===== config.mk =====
export PLATFORM = sky130hd
export DESIGN_NAME = sdram_port_arb_flat
export DESIGN_NICKNAME = d
export VERILOG_FILES = /design/src/rtl/sdram_port_arb_pkg.sv /design/src/rtl/sdram_port_arb_if.sv /design/src/rtl/sdram_port_arb_toggle_port.sv /design/src/rtl/sdram_port_arb.sv /design/src/flat_wrapper.sv
export SDC_FILE = /design/constraint.sdc
export NUM_CORES = 1
export LEC_CHECK = 0
export CORE_MARGIN = 1.5
export CORE_UTILIZATION = 46
export DETAILED_ROUTE_END_ITERATION = 6
export PLACE_DENSITY = 0.81
export SLEW_MARGIN = 20
export SYNTH_ARGS = -nofsm -noshare
export SYNTH_HDL_FRONTEND = slang
export SYNTH_SLANG_ARGS = --single-unit

===== constraint.sdc =====
create_clock -name clk -period 2.85 [get_ports clk]
set_clock_uncertainty 0.1 [all_clocks]
set_input_delay 0.7125 -clock clk [delete_from_list [all_inputs] [get_ports clk]]
set_output_delay 0.7125 -clock clk [all_outputs]
set_load 0.005 [all_outputs]

===== src/rtl/sdram_port_arb_pkg.sv =====
// Shared types for the two-port SDRAM arbiter: FSM encoding, port indices
// and the toggle-handshake pending rule.
package sdram_port_arb_pkg;

    typedef enum logic [0:0] {
        ST_IDLE = 1'b0,
        ST_BUSY = 1'b1
    } arb_state_e;

    localparam int   NUM_PORTS = 2;
    localparam logic PORT0     = 1'b0;
    localparam logic PORT1     = 1'b1;

    // A toggle-handshake request is outstanding while req and ack disagree.
    function automatic logic toggle_pending(input logic req, input logic ack);
        return req ^ ack;
    endfunction

endpackage


===== src/rtl/sdram_port_arb_if.sv =====
// Bus bundle for the arbiter: two toggle-handshake client ports and the
// level-handshake controller port. slave = arbiter view, master = clients/controller.
interface sdram_port_arb_if #(
    parameter int addrwidth = 16,
    parameter int datawidth = 16
);
    logic [addrwidth:1]   p0_a;
    logic [datawidth-1:0] p0_q;
    logic [datawidth-1:0] p0_d;
    logic                 p0_rd_req;
    logic                 p0_rd_ack;
    logic                 p0_wr_req;
    logic                 p0_wr_ack;

    logic [addrwidth:1]   p1_a;
    logic [datawidth-1:0] p1_q;
    logic [datawidth-1:0] p1_d;
    logic                 p1_rd_req;
    logic                 p1_rd_ack;
    logic                 p1_wr_req;
    logic                 p1_wr_ack;

    // mem_req is a level held until the one-cycle mem_ack pulse; mem_d is
    // valid only in the mem_ack cycle.
    logic [addrwidth:1]   mem_a;
    logic [datawidth-1:0] mem_q;
    logic                 mem_we;
    logic                 mem_req;
    logic                 mem_ack;
    logic [datawidth-1:0] mem_d;

    modport master (
        output p0_a, p0_q, p0_rd_req, p0_wr_req,
        output p1_a, p1_q, p1_rd_req, p1_wr_req,
        output mem_ack, mem_d,
        input  p0_d, p0_rd_ack, p0_wr_ack,
        input  p1_d, p1_rd_ack, p1_wr_ack,
        input  mem_a, mem_q, mem_we, mem_req
    );

    modport slave (
        input  p0_a, p0_q, p0_rd_req, p0_wr_req,
        input  p1_a, p1_q, p1_rd_req, p1_wr_req,
        input  mem_ack, mem_d,
        output p0_d, p0_rd_ack, p0_wr_ack,
        output p1_d, p1_rd_ack, p1_wr_ack,
        output mem_a, mem_q, mem_we, mem_req
    );

endinterface


===== src/rtl/sdram_port_arb_toggle_port.sv =====
// Per-client state: pending detection, ack toggles, read-data register and
// the completed-transaction counter.
module toggle_port
    import sdram_port_arb_pkg::*;
#(
    parameter int datawidth = 16
) (
    input  logic                 clk,
    input  logic                 reset,
    input  logic                 rd_req_i,
    input  logic                 wr_req_i,
    input  logic                 done_i,
    input  logic                 done_we_i,
    input  logic [datawidth-1:0] mem_d_i,
    output logic                 rd_pend_o,
    output logic                 wr_pend_o,
    output logic                 rd_ack_o,
    output logic                 wr_ack_o,
    output logic [datawidth-1:0] d_o,
    output logic [31:0]          grants_o
);

    logic                 rd_ack_q;
    logic                 wr_ack_q;
    logic [datawidth-1:0] d_q;
    logic [31:0]          grants_q;

    assign rd_pend_o = toggle_pending(rd_req_i, rd_ack_q);
    assign wr_pend_o = toggle_pending(wr_req_i, wr_ack_q);
    assign rd_ack_o  = rd_ack_q;
    assign wr_ack_o  = wr_ack_q;
    assign d_o       = d_q;
    assign grants_o  = grants_q;

    always_ff @(posedge clk) begin
        if (reset) begin
            rd_ack_q <= 1'b0;
            wr_ack_q <= 1'b0;
            d_q      <= '0;
            grants_q <= '0;
        end else if (done_i) begin
            if (done_we_i) begin
                wr_ack_q <= ~wr_ack_q;
            end else begin
                rd_ack_q <= ~rd_ack_q;
                d_q      <= mem_d_i;
            end
            grants_q <= grants_q + 32'd1;
        end
    end

endmodule


===== src/rtl/sdram_port_arb.sv =====
// Round-robin arbiter merging two toggle-handshake clients onto one
// level-handshake SDRAM controller port, with a sticky no-ack watchdog.
module sdram_port_arb
    import sdram_port_arb_pkg::*;
#(
    parameter int addrwidth    = 16,
    parameter int datawidth    = 16,
    parameter int timeoutwidth = 10
) (
    input  logic            clk,
    input  logic            reset,
    sdram_port_arb_if.slave bus,
    output logic            timeout,
    output logic [31:0]     grants0,
    output logic [31:0]     grants1,
    output arb_state_e      dbg_state_o
);

    localparam logic [timeoutwidth-1:0] WD_ONE  = 1;
    localparam logic [timeoutwidth-1:0] WD_FULL = '1;

    arb_state_e             state_q;
    logic                   sel_q;
    logic                   last_q;
    logic [addrwidth:1]     mem_a_q;
    logic [datawidth-1:0]   mem_q_q;
    logic                   mem_we_q;
    logic                   mem_req_q;
    logic [timeoutwidth-1:0] wd_q;
    logic [timeoutwidth-1:0] wd_d;
    logic                   timeout_q;

    logic [NUM_PORTS-1:0]   rd_pend;
    logic [NUM_PORTS-1:0]   wr_pend;
    logic [NUM_PORTS-1:0]   pending;
    logic [NUM_PORTS-1:0]   done;
    logic                   pick;
    logic [addrwidth:1]     pick_a;
    logic [datawidth-1:0]   pick_q;

    toggle_port #(.datawidth(datawidth)) u_port0 (
        .clk       (clk),
        .reset     (reset),
        .rd_req_i  (bus.p0_rd_req),
        .wr_req_i  (bus.p0_wr_req),
        .done_i    (done[PORT0]),
        .done_we_i (mem_we_q),
        .mem_d_i   (bus.mem_d),
        .rd_pend_o (rd_pend[PORT0]),
        .wr_pend_o (wr_pend[PORT0]),
        .rd_ack_o  (bus.p0_rd_ack),
        .wr_ack_o  (bus.p0_wr_ack),
        .d_o       (bus.p0_d),
        .grants_o  (grants0)
    );

    toggle_port #(.datawidth(datawidth)) u_port1 (
        .clk       (clk),
        .reset     (reset),
        .rd_req_i  (bus.p1_rd_req),
        .wr_req_i  (bus.p1_wr_req),
        .done_i    (done[PORT1]),
        .done_we_i (mem_we_q),
        .mem_d_i   (bus.mem_d),
        .rd_pend_o (rd_pend[PORT1]),
        .wr_pend_o (wr_pend[PORT1]),
        .rd_ack_o  (bus.p1_rd_ack),
        .wr_ack_o  (bus.p1_wr_ack),
        .d_o       (bus.p1_d),
        .grants_o  (grants1)
    );

    // On a tie the port that did not win last time goes next; otherwise the
    // lone pending port (pending[1] is 0 when only port 0 is waiting).
    always_comb begin
        pending = rd_pend | wr_pend;
        pick    = (pending == 2'b11) ? ~last_q : pending[PORT1];
        done    = '0;
        if (state_q == ST_BUSY && bus.mem_ack) begin
            done[sel_q] = 1'b1;
        end
        wd_d = (wd_q == WD_FULL) ? wd_q : wd_q + WD_ONE;
    end

    assign pick_a = pick ? bus.p1_a : bus.p0_a;
    assign pick_q = pick ? bus.p1_q : bus.p0_q;

    always_ff @(posedge clk) begin
        if (reset) begin
            state_q   <= ST_IDLE;
            sel_q     <= PORT0;
            last_q    <= PORT1;
            mem_a_q   <= '0;
            mem_q_q   <= '0;
            mem_we_q  <= 1'b0;
            mem_req_q <= 1'b0;
            wd_q      <= '0;
            timeout_q <= 1'b0;
        end else begin
            case (state_q)
                ST_IDLE: begin
                    if (|pending) begin
                        sel_q     <= pick;
                        last_q    <= pick;
                        mem_a_q   <= pick_a;
                        mem_q_q   <= pick_q;
                        mem_we_q  <= wr_pend[pick];
                        mem_req_q <= 1'b1;
                        wd_q      <= '0;
                        state_q   <= ST_BUSY;
                    end
                end
                ST_BUSY: begin
                    if (bus.mem_ack) begin
                        mem_req_q <= 1'b0;
                        state_q   <= ST_IDLE;
                    end else begin
                        // Flag is set on the edge the count lands on all-ones.
                        wd_q <= wd_d;
                        if (wd_d == WD_FULL) begin
                            timeout_q <= 1'b1;
                        end
                    end
                end
                default: state_q <= ST_IDLE;
            endcase
        end
    end

    assign bus.mem_a   = mem_a_q;
    assign bus.mem_q   = mem_q_q;
    assign bus.mem_we  = mem_we_q;
    assign bus.mem_req = mem_req_q;
    assign timeout     = timeout_q;
    assign dbg_state_o = state_q;

endmodule


===== src/flat_wrapper.sv =====
// flat-port wrapper written by rule: the top's interface ports become plain ports
module sdram_port_arb_flat import sdram_port_arb_pkg::*;
#(
    parameter int addrwidth    = 16,
    parameter int datawidth    = 16,
    parameter int timeoutwidth = 10
)
  (clk, reset, timeout, grants0, grants1, dbg_state_o, bus_p0_a, bus_p0_q, bus_p0_rd_req, bus_p0_wr_req, bus_p1_a, bus_p1_q, bus_p1_rd_req, bus_p1_wr_req, bus_mem_ack, bus_mem_d, bus_p0_d, bus_p0_rd_ack, bus_p0_wr_ack, bus_p1_d, bus_p1_rd_ack, bus_p1_wr_ack, bus_mem_a, bus_mem_q, bus_mem_we, bus_mem_req);
  sdram_port_arb_if #(.addrwidth(addrwidth), .datawidth(datawidth)) bus_i ();
  input  logic clk;
  input  logic reset;
  output logic timeout;
  output logic [31:0] grants0;
  output logic [31:0] grants1;
  output arb_state_e dbg_state_o;
  input wire logic [$bits(bus_i.p0_a)-1:0] bus_p0_a;
  input wire logic [$bits(bus_i.p0_q)-1:0] bus_p0_q;
  input wire logic [$bits(bus_i.p0_rd_req)-1:0] bus_p0_rd_req;
  input wire logic [$bits(bus_i.p0_wr_req)-1:0] bus_p0_wr_req;
  input wire logic [$bits(bus_i.p1_a)-1:0] bus_p1_a;
  input wire logic [$bits(bus_i.p1_q)-1:0] bus_p1_q;
  input wire logic [$bits(bus_i.p1_rd_req)-1:0] bus_p1_rd_req;
  input wire logic [$bits(bus_i.p1_wr_req)-1:0] bus_p1_wr_req;
  input wire logic [$bits(bus_i.mem_ack)-1:0] bus_mem_ack;
  input wire logic [$bits(bus_i.mem_d)-1:0] bus_mem_d;
  output wire logic [$bits(bus_i.p0_d)-1:0] bus_p0_d;
  output wire logic [$bits(bus_i.p0_rd_ack)-1:0] bus_p0_rd_ack;
  output wire logic [$bits(bus_i.p0_wr_ack)-1:0] bus_p0_wr_ack;
  output wire logic [$bits(bus_i.p1_d)-1:0] bus_p1_d;
  output wire logic [$bits(bus_i.p1_rd_ack)-1:0] bus_p1_rd_ack;
  output wire logic [$bits(bus_i.p1_wr_ack)-1:0] bus_p1_wr_ack;
  output wire logic [$bits(bus_i.mem_a)-1:0] bus_mem_a;
  output wire logic [$bits(bus_i.mem_q)-1:0] bus_mem_q;
  output wire logic [$bits(bus_i.mem_we)-1:0] bus_mem_we;
  output wire logic [$bits(bus_i.mem_req)-1:0] bus_mem_req;
  assign bus_i.p0_a = bus_p0_a;
  assign bus_i.p0_q = bus_p0_q;
  assign bus_i.p0_rd_req = bus_p0_rd_req;
  assign bus_i.p0_wr_req = bus_p0_wr_req;
  assign bus_i.p1_a = bus_p1_a;
  assign bus_i.p1_q = bus_p1_q;
  assign bus_i.p1_rd_req = bus_p1_rd_req;
  assign bus_i.p1_wr_req = bus_p1_wr_req;
  assign bus_i.mem_ack = bus_mem_ack;
  assign bus_i.mem_d = bus_mem_d;
  assign bus_p0_d = bus_i.p0_d;
  assign bus_p0_rd_ack = bus_i.p0_rd_ack;
  assign bus_p0_wr_ack = bus_i.p0_wr_ack;
  assign bus_p1_d = bus_i.p1_d;
  assign bus_p1_rd_ack = bus_i.p1_rd_ack;
  assign bus_p1_wr_ack = bus_i.p1_wr_ack;
  assign bus_mem_a = bus_i.mem_a;
  assign bus_mem_q = bus_i.mem_q;
  assign bus_mem_we = bus_i.mem_we;
  assign bus_mem_req = bus_i.mem_req;
  sdram_port_arb #(.addrwidth(addrwidth), .datawidth(datawidth), .timeoutwidth(timeoutwidth)) u_core (.clk(clk), .reset(reset), .bus(bus_i), .timeout(timeout), .grants0(grants0), .grants1(grants1), .dbg_state_o(dbg_state_o));
endmodule

# After elaboration in Yosys (flattened, before gate mapping)
# Index checks and enable logic that the tools add are counted.
totals:
  register_bits: 148
  out_inout_bits: 136
  input_bits: 87
  elab_cells: 71
classes:
  n_lt_le_gt_ge: 3
  n_bitwise: 13
  addsub: 3
  reduce_logical: 11
  mux: 18
  n_eq_ne: 6
ops:
  columns: ["operator", "count"]
  rows:
  - ["adder 32 x 1 -> 32 bit (second input constant)", 2]
  - ["2-to-1 mux 16 bit", 2]
  - ["2-to-1 mux 10 bit", 3]
  - ["equality test 10 bit (second input constant)", 2]
  - ["case mux 10 bit (2 select lines)", 1]
  - ["AND reduction 2 bit", 7]
  - ["adder 10 x 1 -> 10 bit (second input constant)", 1]
  - ["2-to-1 mux 1 bit", 8]
  - ["inverter 1 bit", 8]
  - ["< comparator 1 x 2 -> 1 bit (second input constant)", 2]
  - ["!= test 2 bit (second input constant)", 2]
  - ["case mux 1 bit (2 select lines)", 2]
  - ["XOR 1 bit", 4]
  - ["AND reduction 3 bit", 1]
  - ["equality test 2 bit (second input constant)", 1]
  - ["logical AND 1 bit", 2]
  - ["2-to-1 mux 2 bit", 1]
  - ["!= test 2 x 1 -> 1 bit (second input constant)", 1]
  - ["bitwise OR 2 bit", 1]
  - ["OR reduction 2 bit", 1]
  - ["demux 1 bit (select 1 bit)", 1]
  - ["greater-or-equal comparator 1 bit (second input constant)", 1]

# Longest topological paths before layout
# Gate-level depths: netlist (run 1).
depth:
  depth_word: 6
  ltp_mapped: 8
  ltp_nobuf: 6

# By module
# From an unflattened synthesis (run 1), not the netlist that was laid out.
hier_totals:
  hier_cells: 801
  hier_area_um2: 6817.8
modules_own_cells:
  columns: ["module", "seq_area_each_um2", "cells_each", "area_each_um2", "n_inst"]
  rows:
  - ["toggle_port", 1001.0, 266, 2193.4, 2]
  - ["sdram_port_arb", 960.9, 269, 2431.1, 1]

# Least setup slack after synthesis (run 1)
# OpenSTA, ideal clock, no wires.
synth_path:
  path_type: "input to register"
  startpoint: "input bus_mem_ack"
  endpoint: "register u_core.u_port1.grants_q[31], in the netlist u_core.u_port1.grants_o[31]"
  slack_ns: 0.705
  path_stages: 6
  setup_time_ns: 0.115
  arrival_ns: 1.930
  t_required_ns: 2.635
  path_cell_list: "nand3_2 nor4_2 nand4_1 buf_2 o31a_1 o21ba_1"
synth_between:
  elab_chain_cells: 2
synth_rtl:
  columns: ["element", "line", "source"]
  rows:
  - ["start, declared", "flat_wrapper.sv:24", "input wire logic [$bits(bus_i.mem_ack)-1:0] bus_mem_ack;"]
  - ["logical AND 1 bit", "sdram_port_arb.sv:79", "if (state_q == ST_BUSY && bus.mem_ack) begin"]
  - ["2-to-1 mux 2 bit", "sdram_port_arb.sv:79", null]
  - ["end signal, assigned", "sdram_port_arb_toggle_port.sv:48", "grants_q <= grants_q + 32'd1;"]
  - ["end, declared", "sdram_port_arb_toggle_port.sv:26", "logic [31:0] grants_q;"]
# No other way between the ends.
# A chain may end at the register's enable or synchronous reset.

# Worst setup path in the final report (run 1)
layout_path:
  startpoint: "input bus_mem_ack"
  endpoint: "register u_core.u_port1.grants_q[17], in the netlist u_core.u_port1.grants_o[17]"
# Same word-level chain as after synthesis.

==> results of run 1 <==
==> synth_stat cells, drive strengths merged (4+ instances only) <==
| master | instances |
|---|---|
| a31oi | 4 |
| nand2 | 106 |
| and3 | 16 |
| or3 | 11 |
| and4 | 10 |
| nand4 | 27 |
| xnor2 | 17 |
| nor4 | 7 |
| buf | 8 |
| a211oi | 34 |
| nand3 | 20 |
| xor2 | 43 |
| a21oi | 53 |
| and2 | 8 |
| clkbuf | 40 |
| o21ai | 16 |
| nor2 | 109 |
| dfxtp | 148 |
| mux2i | 33 |
| inv | 9 |
| nor3 | 7 |
==> stage by stage <==
stage               util, %  setup WS, ns
detailed placement     64.6        0.0497
global route           68.8         0.355
global placement       64.6        0.0997
CTS                    68.8         0.474
finish                 68.8         0.474
floorplan                 -         0.705
==> layer usage <==
| layer | vias up | part of all wire (%) |
|---|---|---|
| li1 | 3037 | - |
| met1 | 2845 | 43 |
| met2 | 220 | 46 |
| met3 | 31 | 8.6 |
| met4 | 0 | 2.2 |
| met5 | - | 0 |
==> power groups by stage <==
stage	clock network, mW	logic [mW]	registers (mW)
after CTS	2.22	0.690	2.22
after floorplan	0	0.310	2.26
after global placement	0	0.680	2.26
after global routing	2.31	0.744	2.23
final	2.17	0.682	2.22
after detailed placement	0	0.687	2.26
==> critical path: cells and delay by family <==
family | cells | cell delay (ns)
xor+xnor | 1 | 0.15
simple gates | 4 | 1.17
buf+inv | 1 | 0.54
==> worst max-delay path by stage <==
stage	to	slack [ns]	cells after the start
CTS	dbg_state_o	0.47	2
finish	u_core.u_port1.grants_o[17]$_SDFFE_PP0P_	0.47	6
global placement	u_core.u_port1.grants_o[17]$_SDFFE_PP0P_	0.1	6
detailed placement	u_core.u_port1.grants_o[17]$_SDFFE_PP0P_	0.05	6
floorplan	u_core.u_port1.grants_o[31]$_SDFFE_PP0P_	0.71	6
global route	u_core.u_port1.grants_o[24]$_SDFFE_PP0P_	0.36	6
==> cell families after synthesis <==
group	after synthesis	synth area share [%]
AO/OA/AOI/OAI	122	11.7
XOR/XNOR	60	8.14
adder cells (fa/ha/maj)	3	0.582
buffers and inverters	57	3.53
flip-flops	148	45.9
multiplexers	35	5.47
AND/OR/NAND/NOR	330	24.6
==> flip-flops by register name, summed over array words and instances (netlist names), 10 cells and up <==
signal and flops:
u_core.u_port1.grants_o 32, u_core.u_port0.d_o 16, u_core.u_port1.d_o 16, u_core.wd_q 10, u_core.bus.mem_q 16, u_core.bus.mem_a 16, u_core.u_port0.grants_o 32
==> layout make-up <==
class	instances	share of cell area, %
Tap cell	180	2.38
Multi-Input combinational cell	550	34.7
Clock buffer	23	5.04
Clock inverter	8	1.07
Timing Repair Buffer	240	25.2
Sequential cell	148	31.3
Inverter	9	0.356
==> results.yml, run 1 <==
status:
  outcome: "complete, no violations"
global_routing:
  grt.met1_usage_pct: 27.5
  antenna_found_initial: 0
  grt_max_degree: 79
  grt_usage_pct: 22.5
  gr-max-usage-layer: "met2"
  grt_pass1_vias: 5502
  grt_first_pass_wirelength_um: 26500
  grt_use_met3_pct: 7.89
  overflow: 0
  gr-usage-met2_pct: 35.9
cells_and_area:
  layout_commonest_cell: "clkdlybuf4s50_1"
  final_layout_size_suffix_gt1_share_pct: 6.24
  fill_cells: 1134
  most-common-layout-cells: "clkdlybuf4s50_1, dfxtp_1, nor2_1"
  diodes: 0
  nNetsFinal: 1056
  multiInputGateArea_um2: 3280
  area_delta_synth_final_pct: 46.8
  finalInstanceArea_um2: 9480
  regArea_um2: 2960
  fin_cells: 1158
clock_network:
  ctsLongestPathBuffers: 2
  htree_levels: 4
  numCtsBuffers: 17
  cts.clk_slew.worst_paths_ns: 0.06
  worstSkewPairLatency_ns: 0.41
  cts-root-buf: "clkbuf_16"
  cts-resized-gates: 0
  postCtsSetupBuffers: 0
  cts_hold_buf: 0
  cts_tree: "built"
  cts_sinks: 148
min_path:
  hp-class: "reg2reg"
  worstHoldPathCells: 2
  min-delay-start: "u_core.u_port1.d_o[1]$_SDFFE_PP0P_"
  worstHoldEndpoint: "u_core.u_port1.d_o[1]$_SDFFE_PP0P_"
power_and_ir_drop:
  p_int_mw: 3.90
  leakage_nw: 3.53
  p_clk_share_pct: 42.8
  switchingPower_mw: 1.18
  power_density_nw_per_um2: 536
  seqPwrFrac_pct: 43.7
  peakVddDrop_mv: 0.388
  swShare_pct: 23.2
  combinationalPowerShare_pct: 13.4
  fin_total_pwr_mw: 5.08
sta:
  final_hold_viol_count: 0
  tightest_slew_ns: 0.607
  period_minus_slack_ns: 2.38
  whs_ns: 0.352
  relSlewSlack_pct: 59.5
  max_freq_mhz: 421
  setup-violations-final: 0
  rsz0062_at_grt: "no"
  finalCritPeriodShare_pct: 83.4
  drv_slew: 0
  finalSetupTns_ns: 0
worst_setup_path:
  path_class: "in2reg"
  slowest_stage: "or4_1"
  reg2reg_to: "u_core.u_port1.grants_o[17]$_SDFFE_PP0P_"
  cp_max_fo: 5
  r2r_cells: 5
  rrSetupSlack_ns: 0.74
  worstPathRequired_ns: 3.04
  cpPeakStageDelay_ns: 0.66
  worst_setup_path_end_kind: "flip-flop"
  crit_chain: "clkdlybuf4s50_1 > nand3_2 > or4_1 > nor4_2 > xnor2_1 > nor2_1"
  worst_setup_path_start_kind: "input port"
  r2r_start: "u_core.sel_q$_SDFFE_PP0P_"
  cp_data_arrival_time_ns: 2.57
  cp-startpoint: "bus_mem_ack"
die:
  start_util_pct: 46.9
  dieArea_um2: 14800
  fp-row-count: 43
  io_pins: 223
  core_area_um2: 13800
  fp.dieW_um: 121
  die_h_um: 121
synthesis:
  netlist.area_leader.share_pct: 45.9
  synth_cell_types: 49
  synth_ff_type: "dfxtp_1"
  async_flop_share_pct: 0
  yosys_warnings: 0
  ys_seq_elements: 148
  synth_top_cells_by_area: "dfxtp_1, nor2_1, nand2_1, xor2_1, mux2i_1"
  synth_nets: 845
  synth_top_area_cell: "dfxtp_1"
  avgSynthCellArea_um2: 8.55
  synth_edf_count: 0
  ys_seq_area_share_pct: 45.9
  netlist_area_um2: 6450
  synthesis.instances: 755
detailed_routing:
  drt_iter0_markers: 318
  post_drt_wl_per_cell_um: 14.3
  drt_pre_antenna_iters: 5
  drc: 0
  vias: 6133
  routed_wl_um: 16500
  drt-vias-per-instance: 5.30
  drtAntennaViolNets: 0
placement:
  io_buffers: 222
  hpwl_um: 11600
  gp_congestion: 0.898
  place_inst: 1127
  placed_area_um2: 8900
run:
  drv_cap: 0
Power figures use the tool's default switching activity.
==> run 2: changes to the inputs <==
==> constraint.sdc (replaced) <==
create_clock -name clk -period 2.45 [get_ports clk]
set_clock_uncertainty 0.1 [all_clocks]
set_input_delay 0.6125 -clock clk [delete_from_list [all_inputs] [get_ports clk]]
set_output_delay 0.6125 -clock clk [all_outputs]
set_load 0.005 [all_outputs]
==> run 2 against run 1 <==
  * Register-to-register slack got worse by 0.36 ns
  * Combinational power rose by 22%
  * Final cell count rose by 1.4%
  * Highest routed layer unchanged
  * Critical path type is now reg2out
  * Count of clock-buffer cells in the layout rose by 1
  * Design area rose by 2.1%
  * Largest power group is now clock
  * Non-clock buffer count rose by 15
  * Sequential power rose by 16%
  * Clock power rose by 26%
==> results.yml, run 2 (synthesis results as in run 1) <==
detailed_routing:
  drtAntennaViolNets: 0
  drt_pre_antenna_iters: 4
  vias: 6102
  post_drt_wl_per_cell_um: 14.3
  routed_wl_um: 16800
  drt-vias-per-instance: 5.20
  drc: 0
  drt_iter0_markers: 337
cells_and_area:
  nNetsFinal: 1071
  area_delta_synth_final_pct: 49.9
  multiInputGateArea_um2: 3280
  layout_commonest_cell: "clkdlybuf4s50_1"
  final_layout_size_suffix_gt1_share_pct: 7.65
  fin_util_pct: 70.3
  fill_cells: 1100
  regArea_um2: 2960
  most-common-layout-cells: "clkdlybuf4s50_1, dfxtp_1, nor2_1"
  diodes: 0
sta:
  max_freq_mhz: 447
  finalCritPeriodShare_pct: 91.4
  final_hold_viol_count: 0
  tightest_slew_ns: 0.464
  rsz0062_at_grt: "no"
  relSlewSlack_pct: 69.1
  setup-violations-final: 0
  drv_slew: 0
  period_minus_slack_ns: 2.24
  worst_slack_ns: 0.211
clock_network:
  ctsLongestPathBuffers: 2
  cts_sinks: 148
  cts-root-buf: "clkbuf_16"
  htree_levels: 4
  numCtsBuffers: 17
  cts.clk_slew.worst_paths_ns: 0.06
  cts_hold_buf: 0
  cts-resized-gates: 0
  postCtsSetupBuffers: 0
  cts_tree: "built"
  worstSkewPairLatency_ns: 0.42
global_routing:
  grt_max_degree: 67
  grt_usage_pct: 23.3
  grt_first_pass_wirelength_um: 27400
  overflow: 0
  grt_pass1_vias: 5774
  antenna_found_initial: 0
worst_setup_path:
  worst_setup_path_end_kind: "output pin"
  path_class: "reg2out"
  worstPathRequired_ns: 1.74
  rrSetupSlack_ns: 0.38
  r2r_cells: 6
  slowest_stage: "clkdlybuf4s50_1"
  crit_chain: "buf_4 > clkdlybuf4s50_1"
  r2r_start: "u_core.u_port1.grants_o[11]$_SDFFE_PP0P_"
  cpPeakStageDelay_ns: 0.56
  worst_setup_path_start_kind: "flip-flop"
  reg2reg_to: "u_core.u_port1.grants_o[27]$_SDFFE_PP0P_"
  cp_data_arrival_time_ns: 1.53
  cp_max_fo: 8
placement:
  io_buffers: 222
  gp_congestion: 0.861
  dp_slack_ns: -0.152
  hpwl_um: 11900
die:
  core_area_um2: 13800
  start_util_pct: 46.9
  dieArea_um2: 14800
  io_pins: 223
  die_h_um: 121
  fp-row-count: 43
  fp.dieW_um: 121
power_and_ir_drop:
  peakVddDrop_mv: 0.478
  power_density_nw_per_um2: 635
  leakage_nw: 3.65
status:
  outcome: "complete, no violations"
min_path:
  worstHoldPathCells: 2
  worstHoldEndpoint: "u_core.u_port1.d_o[6]$_SDFFE_PP0P_"
  hp-class: "reg2reg"
  min-delay-start: "u_core.u_port1.d_o[6]$_SDFFE_PP0P_"
run:
  drv_cap: 0
==> run 2: worst max path at each step <==
stage | start | to | slack [ns]
after floorplan | bus_mem_ack | u_core.u_port1.grants_o[31]$_SDFFE_PP0P_ | 0.41
after global placement | bus_mem_ack | u_core.u_port1.grants_o[17]$_SDFFE_PP0P_ | -0.11
after detailed placement | bus_p0_rd_req | u_core.bus.mem_q[0]$_SDFFE_PP0P_ | -0.15
after CTS | u_core.dbg_state_o$_SDFF_PP0_ | dbg_state_o | 0.19
after global routing | bus_mem_ack | u_core.u_port1.grants_o[24]$_SDFFE_PP0P_ | 0.12
final | u_core.dbg_state_o$_SDFF_PP0_ | dbg_state_o | 0.21
==> run 2: power by group <==
part	internal (mW)	total, mW	switching (mW)
Combinational	0.478	0.831	0.354
Sequential	2.51	2.58	0.0669
Clock	1.79	2.74	0.953
==> run 2: critical path, delay by kind of cell, from the launching register on <==
kind | cells | cell delay [ns]
flops | 1 | 0.36
buf+inv | 2 | 0.75
==> run 2: final cells by class <==
type	count	area share, %
inverter	9	0.349
timing repair buffer	255	26.3
clock inverter	8	1.53
tap	180	2.33
multi-input combinational	550	33.9
sequential	148	30.6
clock buffer	24	4.98
==> run 2: metal layers <==
layer	vias up	GRT usage, %	routed length [um]
li1	3060	-	-
met3	19	7.47	1320
met1	2808	29.2	7390
met5	-	0	0
met2	215	37.6	7850
met4	0	8.46	223
==> run 2: stage by stage <==
stage	hold slack (ns)	setup TNS (ns)	cell area, um2	instances	power [mW]
2_1_floorplan	0.353	0	6450	755	2.99
3_3_place_gp	0.342	-4.49	9050	1142	3.45
3_5_place_dp	0.346	-6.99	9050	1142	3.47
4_1_cts	0.354	0	9680	1174	6.21
5_1_grt	0.373	0	9680	1174	6.40
6_report	0.354	0	9680	1174	6.15
